===== src/rtl/dual_stream_arbiter.sv =====
// Merges two frame-aligned 8-bit pixel streams into one, alternating bursts of
// BURST_LEN pixels per channel and realigning both channels on SOF errors.
module dual_stream_arbiter #(
  parameter int unsigned BURST_LEN    = 16,
  parameter int unsigned FRAME_PIXELS = 307200
) (
  input  logic        clk_i,
  input  logic        rst_i,
  input  logic        enable_i,
  input  logic [1:0]  in_valid_i,
  input  logic [7:0]  in_pixel_i [2],
  input  logic [1:0]  in_sof_i,
  output logic [1:0]  in_ready_o,
  output logic        out_valid_o,
  input  logic        out_ready_i,
  output logic [7:0]  out_pixel_o,
  output logic        out_chan_o,
  output logic        out_sof_o,
  output logic        frame_done_o,
  output logic [15:0] resync_count_o
);

  localparam int unsigned CNT_W = $clog2(FRAME_PIXELS + 1);
  localparam int unsigned BST_W = $clog2(BURST_LEN + 1);
  localparam logic [CNT_W-1:0] FRAME_MAX = CNT_W'(FRAME_PIXELS);
  localparam logic [BST_W-1:0] BURST_MAX = BST_W'(BURST_LEN);

  typedef enum logic [1:0] {IDLE, ALIGN, GRANT0, GRANT1} state_t;

  state_t           state;
  logic [CNT_W-1:0] pix_cnt [2];
  logic [BST_W-1:0] burst_cnt;

  logic             grant_active;
  logic             gsel;
  logic             out_free;
  logic             head_valid;
  logic             head_sof;
  logic             sof_err;
  logic             accept;
  logic             other_done;
  logic             frame_end;
  logic             burst_end;
  logic [CNT_W-1:0] gcnt;
  logic [CNT_W-1:0] gcnt_inc;
  logic [BST_W-1:0] burst_inc;

  // Handshake decode for the granted channel; a mid-frame SOF is never accepted.
  always_comb begin
    grant_active = (state == GRANT0) || (state == GRANT1);
    gsel         = (state == GRANT1);
    out_free     = !out_valid_o || out_ready_i;
    head_valid   = in_valid_i[gsel];
    head_sof     = in_sof_i[gsel];
    gcnt         = pix_cnt[gsel];
    gcnt_inc     = gcnt + CNT_W'(1);
    burst_inc    = burst_cnt + BST_W'(1);
    sof_err      = grant_active && head_valid && head_sof && (gcnt != '0);
    accept       = grant_active && head_valid && out_free && !sof_err;
    other_done   = (pix_cnt[~gsel] == FRAME_MAX);
    frame_end    = (gcnt_inc == FRAME_MAX);
    burst_end    = (burst_inc == BURST_MAX);
    in_ready_o   = '0;
    case (state)
      ALIGN:          in_ready_o = in_valid_i & ~in_sof_i;
      GRANT0, GRANT1: in_ready_o[gsel] = out_free && !sof_err;
      default:        in_ready_o = '0;
    endcase
  end

  always_ff @(posedge clk_i or posedge rst_i) begin
    if (rst_i) begin
      state          <= IDLE;
      pix_cnt[0]     <= '0;
      pix_cnt[1]     <= '0;
      burst_cnt      <= '0;
      out_valid_o    <= 1'b0;
      out_pixel_o    <= '0;
      out_chan_o     <= 1'b0;
      out_sof_o      <= 1'b0;
      frame_done_o   <= 1'b0;
      resync_count_o <= '0;
    end else begin
      frame_done_o <= 1'b0;
      // Output register drains independently of the arbitration state.
      if (out_valid_o && out_ready_i) out_valid_o <= 1'b0;
      if (accept) begin
        out_valid_o   <= 1'b1;
        out_pixel_o   <= in_pixel_i[gsel];
        out_chan_o    <= gsel;
        out_sof_o     <= head_sof && (gcnt == '0);
        pix_cnt[gsel] <= gcnt_inc;
      end
      case (state)
        IDLE: if (enable_i) state <= ALIGN;
        ALIGN: begin
          if ((&in_valid_i) && (&in_sof_i)) begin
            state      <= GRANT0;
            pix_cnt[0] <= '0;
            pix_cnt[1] <= '0;
            burst_cnt  <= '0;
          end
        end
        default: begin
          if (sof_err) begin
            if (resync_count_o != 16'hFFFF) resync_count_o <= resync_count_o + 16'd1;
            state <= ALIGN;
          end else if (accept) begin
            // A finished channel is never granted again within the frame.
            if (frame_end && other_done) begin
              frame_done_o <= 1'b1;
              burst_cnt    <= '0;
              state        <= enable_i ? ALIGN : IDLE;
            end else if (frame_end || (burst_end && !other_done)) begin
              burst_cnt <= '0;
              state     <= gsel ? GRANT0 : GRANT1;
            end else if (burst_end) begin
              burst_cnt <= '0;
            end else begin
              burst_cnt <= burst_inc;
            end
          end
        end
      endcase
    end
  end

endmodule


===== config.mk =====
export PLATFORM = sky130hd
export DESIGN_NAME = dual_stream_arbiter
export DESIGN_NICKNAME = d
export VERILOG_FILES = /design/src/rtl/dual_stream_arbiter.sv
export SDC_FILE = /design/constraint.sdc
export NUM_CORES = 1
export LEC_CHECK = 0
export BUFFER_PORTS_ARGS = -buffer_cell sky130_fd_sc_hd__buf_2
export CORE_ASPECT_RATIO = 1.5
export CORE_MARGIN = 2
export CORE_UTILIZATION = 35
export CTS_BUF_LIST = sky130_fd_sc_hd__clkbuf_8 sky130_fd_sc_hd__clkbuf_16
export CTS_CLUSTER_DIAMETER = 150
export CTS_CLUSTER_SIZE = 40
export DETAILED_ROUTE_END_ITERATION = 6
export HOLD_SLACK_MARGIN = 0.08
export SLEW_MARGIN = 0
export SYNTH_ARGS = -nofsm -noshare
export SYNTH_HDL_FRONTEND = slang
export SYNTH_SLANG_ARGS = --single-unit

===== constraint.sdc =====
create_clock -name clk_i -period 5.1 [get_ports clk_i]
set_input_delay 0 -clock clk_i [delete_from_list [all_inputs] [get_ports clk_i]]
set_output_delay 0 -clock clk_i [all_outputs]
set_load 0.05 [all_outputs]

# After elaboration in Yosys (flattened, before gate mapping)
# Index checks and enable logic that the tools add are counted.
totals:
  latchBits: 0
  mem_count: 0
  ramBits: 0
  mem_bits_ro: 0
  elab_cells: 113
  regBits: 73
  input_bits: 24
  output_inout_bits: 30
op_classes:
  magnitude_cmp: 5
  multipliers: 0
  add_sub_neg: 3
  bitwise: 8
  mux: 44
  n_div: 0
  reduce_logical: 33
  shifts: 0
  n_eq_ne: 10
ops:
  columns: ["operator", "count"]
  rows:
  - ["19-bit two-way mux", 7]
  - ["38-bit two-way mux", 3]
  - ["38-bit bitwise mux", 1]
  - ["19-bit equality test (second input constant)", 2]
  - ["5-bit two-way mux", 6]
  - ["8-bit two-way mux", 3]
  - ["19-bit by 1-bit adder with 19-bit output (second input constant)", 1]
  - ["19-bit demux with 1-bit select", 1]
  - ["19-bit logical NOT", 1]
  - ["19-bit nonzero test", 1]
  - ["16-bit by 1-bit adder with 16-bit output (second input constant)", 1]
  - ["16-bit != test (second input constant)", 1]
  - ["1-bit logical AND", 13]
  - ["1-bit two-way mux", 13]
  - ["2-bit two-way mux", 6]
  - ["5-bit case mux with 2 select lines", 1]
  - ["2-bit case mux with 2 select lines", 2]
  - ["4-bit AND reduction", 2]
  - ["5-bit by 1-bit adder with 5-bit output (second input constant)", 1]
  - ["5-bit equality test (second input constant)", 1]
  - ["5-bit nonzero test", 1]
  - ["2-bit bitwise AND", 2]
  - ["2-bit equality test (second input constant)", 2]
  - ["2-bit greater-or-equal comparator (second input constant)", 2]
  - ["other kinds (18)", 29]

# Logic depth before layout (Yosys ltp)
# Gate-level depths: netlist of the first run.
logic_depth:
  depth_word: 15
  mapped_depth: 16
  mapped_depth_nobuf: 12

# Least setup slack after synthesis of the first run
# Ideal clock, no wire load.
synth_timing:
  kind: "register to register"
  from: "register state[0]"
  to: "register burst_cnt[3]"
  period_less_slack_ps: 3767
  setup_time_ps: 124
  t_required_ps: 4976
  t_arrival_ps: 3643
  path_stages_with_launch: 17
  setup_slack_ps: 1333
  path_buffers: 4
  cell_sequence: "dfrtp_1 and2_4 buf_6 buf_4 buf_4 buf_1 nand2_1 nand2_1 ha_1 o221ai_1 or3_4 or4_1 a22oi_1 nand4_2 o21ai_4 nor3_1 a211o_1"
synth_between:
  elab_chain_len: 15
  elab_cells_between_ends: 42
  cone_classes: "1 x add/sub; 7 x eq/ne; 15 x mux; 4 x bitwise; 15 x reduce/logical"
synth_lines:
  columns: ["element", "line_no", "text"]
  rows:
  - ["start, declared", "30", "state_t state;"]
  - ["start signal, assigned", "113", "state <= enable_i ? ALIGN : IDLE;"]
  - ["start signal, assigned", "116", "state <= gsel ? GRANT0 : GRANT1;"]
  - ["parallel branches: the longest is 15 deep, another holds 19-bit by 1-bit adder with 19-bit output", null, null]
  - ["end signal, assigned", "120", "burst_cnt <= burst_inc;"]
  - ["end, declared", "32", "logic [BST_W-1:0] burst_cnt;"]
# Parallel ways; which one is timed is not known. The select of a mux whose other input is x is not followed.
# A chain may end at the register's enable or synchronous reset.

# Worst setup path in the final report of the first run
# Same ends and word-level chain as after synthesis.

==> results of run 1 <==
sequential cells by signal, indices dropped and copies added, names as in the netlist:
name,flops
state,2
resync_count_o,16
out_valid_o,1
pix_cnt,38
out_pixel_o,8
out_sof_o,1
burst_cnt,5
out_chan_o,1
frame_done_o,1
report_power, final:
part / leakage, nW / internal [mW] / switching, mW
clock network: 0.150 / 0.397 / 0.273
logic: 1.17 / 0.332 / 0.657
registers: 0.975 / 0.677 / 0.0916
logic make-up (layout without fill, tap and decap cells):
kind of cell / after synthesis / count (layout) / share of synthesized area (%)
flops: 73 / 73 / 41.5
fa+ha+maj: 4 / 4 / 1.14
buf+inv: 23 / 102 / 2.61
simple gates: 267 / 267 / 29.6
mux: 18 / 18 / 4.12
xor+xnor: 34 / 34 / 6.76
compound gates: 95 / 95 / 14.3
cell type report:
class | instances | share of cell area, %
clock buffers | 10 | 4.47
clock inverters | 6 | 1.36
inverters | 3 | 0.210
multi-input cells | 418 | 46.1
repair buffers | 83 | 10.1
well taps | 156 | 3.65
flip-flops and latches | 73 | 34.1
tightest hold or removal path: stages:
cell and delay, ns:
buf_2 0.13, nand2_1 0.06, nor3_1 0.03, o21ai_0 0.17, a2bb2oi_1 0.07
what timing repair did:
action	CTS	global route
hold buffers	20	0
endpoints found under the setup margin	0	0
endpoints found under the hold margin	83	0
per-layer routing:
| layer | vias up | global-route usage, % | share of wire (%) |
|---|---|---|---|
| met5 | - | 0 | 0 |
| met4 | 0 | 9.02 | 3.7 |
| met3 | 30 | 3.66 | 4.5 |
| met2 | 129 | 37.4 | 53 |
| met1 | 2017 | 25.2 | 39 |
| li1 | 1994 | - | - |
placed cells by master (no fill, tap or decap), types with 15 or more instances in the layout:
cell type,count
nor2_1,51
a21oi_1,29
buf_2,53
dfrtp_1,73
nand3_1,17
nand4_1,19
a31oi_1,15
mux2i_1,17
nand2_1,108
dlygate4sd3_1,20
xnor2_1,22
path summary, 6_finish.rpt:
kind	slack, ns	end	from
setup / recovery	1.23	burst_cnt[3]	state[0]
hold / removal	0.15	state[0]	enable_i
min in group asynchronous	0.49	resync_count_o[5]	rst_i
setup reg to reg	1.23	burst_cnt[3]	state[0]
max in group asynchronous	4.01	frame_done_o	rst_i
hold reg to reg	0.48	out_chan_o	out_chan_o
through the flow:
| stage | hold slack, ns | std cells | utilization [%] | cell area [sq um] | total power [mW] |
|---|---|---|---|---|---|
| final | 0.153 | 749 | 43.2 | 5350 | 2.43 |
| after CTS | 0.145 | 749 | 43.2 | 5350 | 2.43 |
| after global placement | 0.258 | 713 | 39.1 | 4840 | 1.67 |
| after global routing | 0.175 | 749 | 43.2 | 5350 | 2.57 |
| after detailed placement | 0.269 | 713 | 39.1 | 4840 | 1.69 |
| after floorplan | 0.148 | 514 | - | 4410 | 1.47 |
==> results.ini, run 1 <==
[global_route]
antenna_found_initial = 0
grt_max_degree = 74
gr-total-overflow = 0
grt_pass1_wl_um = 21900
grt_pass1_vias = 4042
track_usage_pct = 21.3

[synth]
synth_common_cells = nand2_1 (108), dfrtp_1 (73), nor2_1 (52)
synth-seq-cells = 73
ys_types = 61
yosys.area.top_type = dfrtp_1
synth_nets = 542
synth_top_flop_cell = dfrtp_1
ys_seq_area_share_pct = 41.5
syn_inst = 514
synth-edff-count = 0
yosys_warnings = 0
netlist_area_sq_um = 4410
yosysTopAreaCellShare_pct = 41.5
synth.most_common_cell = nand2_1
async_flop_share_pct = 100
synth.area.top_cells = dfrtp_1 (41%), nand2_1 (9.2%), nor2_1 (4.4%)
post_synth.cell_area_avg_sq_um = 8.57

[final_layout]
num-nets-final = 616
syn_to_final_growth_pct = 21.5
layout-drive-gt1-share_pct = 17.0
fillers = 1262
multi_input_area_sq_um = 2470
seq_area_sq_um = 1830
n_antenna_cell = 0

[min_path]
hold_depth = 5
hold_path_class = primary input to flip-flop

[place]
hpwl_um = 9670
dpl_worst_slack_ns = 1.29
io_buffers = 53
place.gp.congestion = 0.969

[timing]
finalCritPeriodShare_pct = 75.9
rsz0062_at_grt = no
worst_slack_ns = 1.23
layout_min_cycle_time_ns = 3.87
maxSlewHeadroom_pct = 38.0
fmax_ghz = 0.258
worst_pin_slew_ns = 0.930
fin_tns_setup_ns = 0
fin_skew_ns = 0.00910
hold_viol = 0
setup-violations-final = 0
drv_slew = 0

[floorplan]
core_region_area_sq_um = 12400
die_y_um = 141
dieArea_sq_um = 13500
dieWidth_um = 95.6
fp-row-count = 50
initial_core_util_pct = 35.6
ios = 54

[drt]
routed_via_density = 5.57
dr.pass1.iters = 7
antenna_left = 0
avgRoutedWirePerCell_um = 17.9
drtIter0Drc = 296
drt_wl_total_um = 13400
vias = 4170
drcViolationCount = 0

[critical_path]
critPathCaptureType = flip-flop
cpMostUsedCell = nand2_1
cp_top_family = simple AND/OR/NAND/NOR gates
path_class = flip-flop to flip-flop
r2r_cells = 14
cp_slowest_cell = or3_4
arrival_ns = 4.11
path_buf_inv = 2
critPathMaxFanout = 25
crit_required_ns = 5.33
startpoint_type = flip-flop
worst-path-stages = 14
path_cells = buf_4, nand2_1, buf_4, nand2_1, nand2_1, ha_1, o221ai_1, or3_4, nor4_1, xnor2_1, nand3_1, o21ai_4, nor3_1, a211o_1
critPathMaxStageDelay_ns = 0.45

[clock_tree]
cts.path.max_buffers = 2
ctsResizeCount = 0
clock-root-buffer = clkbuf_16
clkLatencyLatePin_ns = 0.35
clk_pin_slew_ns = 0.06
clock-sinks = 73
cts_max_level = 3
tritoncts = yes
cts_setup_buffers = 0
cts_buffers = 9

[outcome]
status = finished clean

[power]
p_leak_nw = 2.30
max-vdd-ir-drop_uv = 421
powerDensity_nw_per_um2 = 454

[flow_run]
drv_cap = 0

Note: power is estimated with default switching activity, not from simulation.
==> run 2: changes to the inputs <==
==> constraint.sdc (replaced) <==
create_clock -name clk_i -period 3.6 [get_ports clk_i]
set_input_delay 0 -clock clk_i [delete_from_list [all_inputs] [get_ports clk_i]]
set_output_delay 0 -clock clk_i [all_outputs]
set_load 0.05 [all_outputs]
==> results.ini, run 2 (synthesis results as in run 1) <==
[outcome]
status = finished clean

[floorplan]
initial_core_util_pct = 35.6  ; unchanged
dieArea_sq_um = 13500  ; unchanged
die_y_um = 141  ; unchanged
core_region_area_sq_um = 12400  ; unchanged
fp-row-count = 50  ; unchanged
dieWidth_um = 95.6  ; unchanged
ios = 54  ; unchanged

[timing]
fin_skew_ns = 0.00906  ; -0.0000478 ns
setup-violations-final = 0  ; unchanged
maxSlewHeadroom_pct = 39.1  ; +1.1 points
drv_slew = 0  ; unchanged
rsz0062_at_grt = no
fmax_ghz = 0.298  ; +16%
layout_min_cycle_time_ns = 3.35  ; -0.520 ns
worst_pin_slew_ns = 0.912  ; -0.0178 ns
finalCritPeriodShare_pct = 93.1  ; +17 points
hold_viol = 0  ; unchanged
worst_slack_ns = 0.248  ; -0.980 ns
fin_tns_setup_ns = 0  ; unchanged

[clock_tree]
clk_pin_slew_ns = 0.06  ; about the same
clkLatencyLatePin_ns = 0.34  ; about the same
cts_max_level = 3  ; unchanged
cts.path.max_buffers = 2  ; unchanged
tritoncts = yes
cts_setup_buffers = 0  ; unchanged
cts_buffers = 9  ; unchanged
clock-root-buffer = clkbuf_16
ctsResizeCount = 0  ; unchanged
clock-sinks = 73  ; unchanged

[power]
p_leak_nw = 2.34  ; +1.8%
powerDensity_nw_per_um2 = 649  ; +43%
switching_share_pct = 41.4  ; -0.67 points
p_seq_share_pct = 31.2  ; -0.5 points
intPower_mw = 2.06  ; +46%
max-vdd-ir-drop_uv = 640  ; +52%
power.switching_mw = 1.46  ; +42%
p_comb_share_pct = 41.3  ; +0.6 points
power_frac_clock_pct = 27.5  ; about the same

[critical_path]
critPathMaxStageDelay_ns = 0.44  ; about the same
ff2ff_setup_slack_ns = 0.25  ; -0.98 ns
path_class = flip-flop to flip-flop
crit_required_ns = 3.82  ; -1.51 ns
path_cells = and2_4, nand2_1, nand2_1, ha_1, o221ai_1, or3_4, or4_1, a22oi_1, nand4_2, o21ai_4, nor3_1, a211o_1
critPathMaxFanout = 15  ; -40%
critPathCaptureType = flip-flop
startpoint_type = flip-flop
cp_slowest_cell = or3_4
arrival_ns = 3.57  ; -0.54 ns
cpMostUsedCell = nand2_1

[global_route]
track_usage_pct = 21.8  ; +0.52 points
gr-total-overflow = 0  ; unchanged
grt_pass1_wl_um = 22500  ; +3.1%
grt_pass1_vias = 4314  ; +6.7%
antenna_found_initial = 0  ; unchanged
grt_max_degree = 42  ; -43%

[drt]
dr.pass1.iters = 5  ; -2
avgRoutedWirePerCell_um = 18.5  ; +3.4%
drtIter0Drc = 268  ; -9.5%
antenna_left = 0  ; unchanged
vias = 4238  ; +1.6%
routed_via_density = 5.61  ; +0.69%
drcViolationCount = 0  ; unchanged
drt_wl_total_um = 14000  ; +4.4%

[final_layout]
num-nets-final = 624  ; +1.3%
syn_to_final_growth_pct = 22.9
n_antenna_cell = 0  ; unchanged
reg.largest.list = pix_cnt (38), resync_count_o (16), out_pixel_o (8)
layout_common_cells = nand2_1 (108), dfrtp_1 (73), buf_2 (53), nor2_1 (51), a21oi_1 (29)
largest_reg_flops = 38  ; unchanged
layout-drive-gt1-share_pct = 18.0  ; +0.97 points
final_util_pct = 43.7  ; +0.52 points
final_common_cell = nand2_1
top_register = pix_cnt

[place]
hpwl_um = 10200  ; +5.4%
place.gp.congestion = 0.951  ; -1.8%
dpl_worst_slack_ns = 0.283  ; -1.01 ns
io_buffers = 53  ; unchanged

[flow_run]
drv_cap = 0  ; unchanged

[min_path]
hold_path_class = primary input to flip-flop

==> run 2: changes by cell type in the layout (fill, tap and decap cells not counted) <==
cell | previous run | this run
clkbuf_8 | 1 | 0
bufinv_16 | 1 | 2
buf_4 | 10 | 18
clkinv_2 | 0 | 1
clkinv_4 | 2 | 0
==> run 2: routing by layer <==
layer | track usage [%] | share of wire [%] | up-vias
met3 | 3.08 | 4.2 | 37
met2 | 37.8 | 53 | 145
li1 | - | - | 1993
met5 | 0 | 0 | -
met1 | 26.7 | 40 | 2063
met4 | 9.10 | 2.9 | 0
==> run 2: stage by stage <==
| step | instance area, sq um | instances | power (mW) | hold WS, ns |
|---|---|---|---|---|
| 2_1_floorplan | 4410 | 514 | 2.08 | 0.148 |
| 3_3_place_gp | 4900 | 721 | 2.41 | 0.239 |
| 3_5_place_dp | 4900 | 721 | 2.44 | 0.247 |
| 4_1_cts | 5420 | 756 | 3.52 | 0.161 |
| 5_1_grt | 5420 | 756 | 3.70 | 0.197 |
| 6_report | 5420 | 756 | 3.52 | 0.158 |
==> run 2: final timing paths <==
check,from,to,cells past startpoint
worst min register to register,resync_count_o[14],resync_count_o[14],1
min in group asynchronous,rst_i,resync_count_o[8],3
worst max register to register,state[1],burst_cnt[3],12
worst min-delay path,enable_i,state[0],5
worst max-delay path,state[1],burst_cnt[3],12
max in group asynchronous,rst_i,pix_cnt[29],4
==> run 2: timing repair <==
item                       CTS  global route
hold buffers                20             0
hold endpoints to repair    49             0
setup endpoints to repair    0             0
==> run 2: worst max-delay path: cells and delay by family, from the launching register on <==
kind	cells	cell delay, ns
flip-flops	1	0.40
AND/OR/NAND/NOR	7	1.62
AO/OA/AOI/OAI	4	1.03
adder cells (fa/ha/maj)	1	0.20
==> run 2: layout make-up <==
type                    instances  area (sq um)
clock buffers                   9           225
clock inverters                 6          90.1
fillers                      1242          6970
inverters                       3          11.3
multi-input cells             418          2470
flip-flops and latches         73          1830
well taps                     156           195
repair buffers                 91           601
==> run 2: power groups by stage <==
stage | registers [mW] | clock network [mW] | logic (mW)
final | 1.10 | 0.967 | 1.45
after global routing | 1.11 | 1.02 | 1.57
after CTS | 1.09 | 0.982 | 1.45
after detailed placement | 1.10 | 0 | 1.34
after global placement | 1.10 | 0 | 1.31
after floorplan | 1.35 | 0 | 0.734
==> run 3: changes to the inputs <==
--- a/config.mk
+++ b/config.mk
@@ -6,6 +6,8 @@
 export NUM_CORES = 1
 export LEC_CHECK = 0
 export BUFFER_PORTS_ARGS = -buffer_cell sky130_fd_sc_hd__buf_2
+export CELL_PAD_IN_SITES_DETAIL_PLACEMENT = 0
+export CELL_PAD_IN_SITES_GLOBAL_PLACEMENT = 1
 export CORE_ASPECT_RATIO = 1.5
 export CORE_MARGIN = 2
 export CORE_UTILIZATION = 35
@@ -14,6 +16,7 @@
 export CTS_CLUSTER_SIZE = 40
 export DETAILED_ROUTE_END_ITERATION = 6
 export HOLD_SLACK_MARGIN = 0.08
+export PLACE_DENSITY_LB_ADDON = 0.1
 export SLEW_MARGIN = 0
 export SYNTH_ARGS = -nofsm -noshare
 export SYNTH_HDL_FRONTEND = slang
==> results.ini, run 3 (synthesis results as in run 1) <==
[timing]
setup-violations-final = 0  ; unchanged
fin_tns_setup_ns = 0  ; unchanged
rsz0062_at_grt = no
fmax_ghz = 0.297  ; -0.30%
finalCritPeriodShare_pct = 93.4  ; +0.28 points
fin_skew_ns = 0.00882  ; -0.000237 ns
maxSlewHeadroom_pct = 42.1  ; +3.0 points
hold_viol = 0  ; unchanged
drv_slew = 0  ; unchanged
worst_pin_slew_ns = 0.867  ; -0.0451 ns
layout_min_cycle_time_ns = 3.36  ; +0.0101 ns

[final_layout]
layout-drive-gt1-share_pct = 18.4  ; +0.44 points
final_common_cell = nand2_1
reg.largest.list = pix_cnt (38), resync_count_o (16), out_pixel_o (8)
top_register = pix_cnt
layout_common_cells = nand2_1 (108), dfrtp_1 (73), buf_2 (53), nor2_1 (51), a21oi_1 (29)
n_antenna_cell = 0  ; unchanged
syn_to_final_growth_pct = 24.0
final_util_pct = 44.1  ; +0.38 points
num-nets-final = 626  ; +0.32%
largest_reg_flops = 38  ; unchanged

[drt]
dr.pass1.iters = 5  ; unchanged
drcViolationCount = 0  ; unchanged
drt_wl_total_um = 14500  ; +3.5%
avgRoutedWirePerCell_um = 19.1  ; +3.2%
drtIter0Drc = 185  ; -31%
routed_via_density = 5.53  ; -1.4%
antenna_left = 0  ; unchanged
vias = 4188  ; -1.2%

[global_route]
grt_pass1_wl_um = 23400  ; +4.0%
grt_max_degree = 48  ; +14%
grt_pass1_vias = 4343  ; +0.67%
track_usage_pct = 23.0  ; +1.1 points
antenna_found_initial = 0  ; unchanged
gr-total-overflow = 0  ; unchanged

[place]
hpwl_um = 10800  ; +5.6%
io_buffers = 53  ; unchanged
place.gp.congestion = 0.903  ; -5.0%

[outcome]
status = finished clean

[clock_tree]
clk_pin_slew_ns = 0.06  ; about the same
cts_setup_buffers = 0  ; unchanged
cts_buffers = 9  ; unchanged
cts.path.max_buffers = 2  ; unchanged
clock-sinks = 73  ; unchanged
clkLatencyLatePin_ns = 0.34  ; about the same
tritoncts = yes
cts_max_level = 3  ; unchanged
clock-root-buffer = clkbuf_16

[min_path]
hold_path_class = primary input to flip-flop
hold_start = enable_i

[floorplan]
dieWidth_um = 95.6  ; unchanged
ios = 54  ; unchanged
fp-row-count = 50  ; unchanged
dieArea_sq_um = 13500  ; unchanged
core_region_area_sq_um = 12400  ; unchanged
initial_core_util_pct = 35.6  ; unchanged
die_y_um = 141  ; unchanged

[critical_path]
critPathLaunch = state[1]
critPathMaxFanout = 7  ; -8
arrival_ns = 3.59  ; +0.02 ns
path_buf_inv = 1  ; +1
path_cells = nand2_1, mux2i_1, inv_1, ha_1, o221ai_1, or3_4, or4_1, a22oi_1, nand4_2, o21ai_4, nor3_1, a211o_1
critPathCaptureType = flip-flop
critPathMaxStageDelay_ns = 0.45  ; about the same
rr_startpoint = state[1]
cp_slowest_cell = dfrtp_1
crit_required_ns = 3.83  ; about the same
startpoint_type = flip-flop
path_class = flip-flop to flip-flop
cp_top_family = simple AND/OR/NAND/NOR gates

[power]
max-vdd-ir-drop_uv = 380  ; -41%
p_seq_share_pct = 30.3  ; -0.9 points
power.switching_mw = 1.47  ; +1.1%
power_frac_clock_pct = 29.1  ; +1.6 points
intPower_mw = 2.15  ; +4.2%
switching_share_pct = 40.7  ; -0.72 points
p_comb_share_pct = 40.7  ; -0.6 points
p_leak_nw = 2.36  ; +1.0%
powerDensity_nw_per_um2 = 662  ; +2.0%

[flow_run]
drv_cap = 0  ; unchanged

[run 3: through the flow]
step | hold slack [ns] | setup slack [ns] | cells | cell area (sq um) | power, mW
finish | 0.113 | 0.238 | 758 | 5460 | 3.62
global route | 0.154 | 0.0231 | 758 | 5460 | 3.83
floorplan | 0.148 | 0.00552 | 514 | 4410 | 2.08
detailed placement | 0.106 | 0.210 | 723 | 4910 | 2.49
CTS | 0.107 | 0.192 | 758 | 5460 | 3.65
global placement | 0.0948 | 0.281 | 723 | 4910 | 2.47
[run 3: final timing paths]
check	to	slack [ns]	cells after the start
max	burst_cnt[3]	0.24	12
min in group asynchronous	out_chan_o	0.28	3
max in group asynchronous	pix_cnt[11]	2.26	4
min reg2reg	out_chan_o	0.47	1
max reg2reg	burst_cnt[3]	0.24	12
min	state[0]	0.11	5
[run 3: layout make-up]
cell class,instances,area [sq um]
fill,1278,6920
tap,156,195
inverter,3,11.3
sequential,73,1830
clock buffer,9,225
multi-input combinational,418,2470
timing repair buffer,93,616
clock inverter,6,116
[run 3: worst reg2reg max path, stage by stage (launching register included)]
cell and delay [ns]:
dfrtp_1 0.45, nand2_1 0.16, mux2i_1 0.17, inv_1 0.07, ha_1 0.20, o221ai_1 0.25
or3_4 0.44, or4_1 0.42, a22oi_1 0.23, nand4_2 0.22, o21ai_4 0.28, nor3_1 0.09
a211o_1 0.27
[run 3: layer usage]
layer  global-route usage [%]  wire (um)
met5                        0          0
met4                     11.9        664
met3                     3.93        455
met2                     40.9       7670
met1                     25.5       5670
[run 3: power groups by stage]
stage	clock, mW	sequential [mW]	combinational [mW]
after floorplan	0	1.35	0.734
after global placement	0	1.10	1.37
after detailed placement	0	1.11	1.38
after CTS	1.07	1.09	1.48
after global routing	1.11	1.11	1.61
final	1.05	1.09	1.47
[run 3: repair_timing]
action | CTS | global route
hold buffers | 20 | 0
hold endpoints to repair | 36 | 0
setup endpoints to repair | 0 | 1
gates resized for setup | 0 | 1
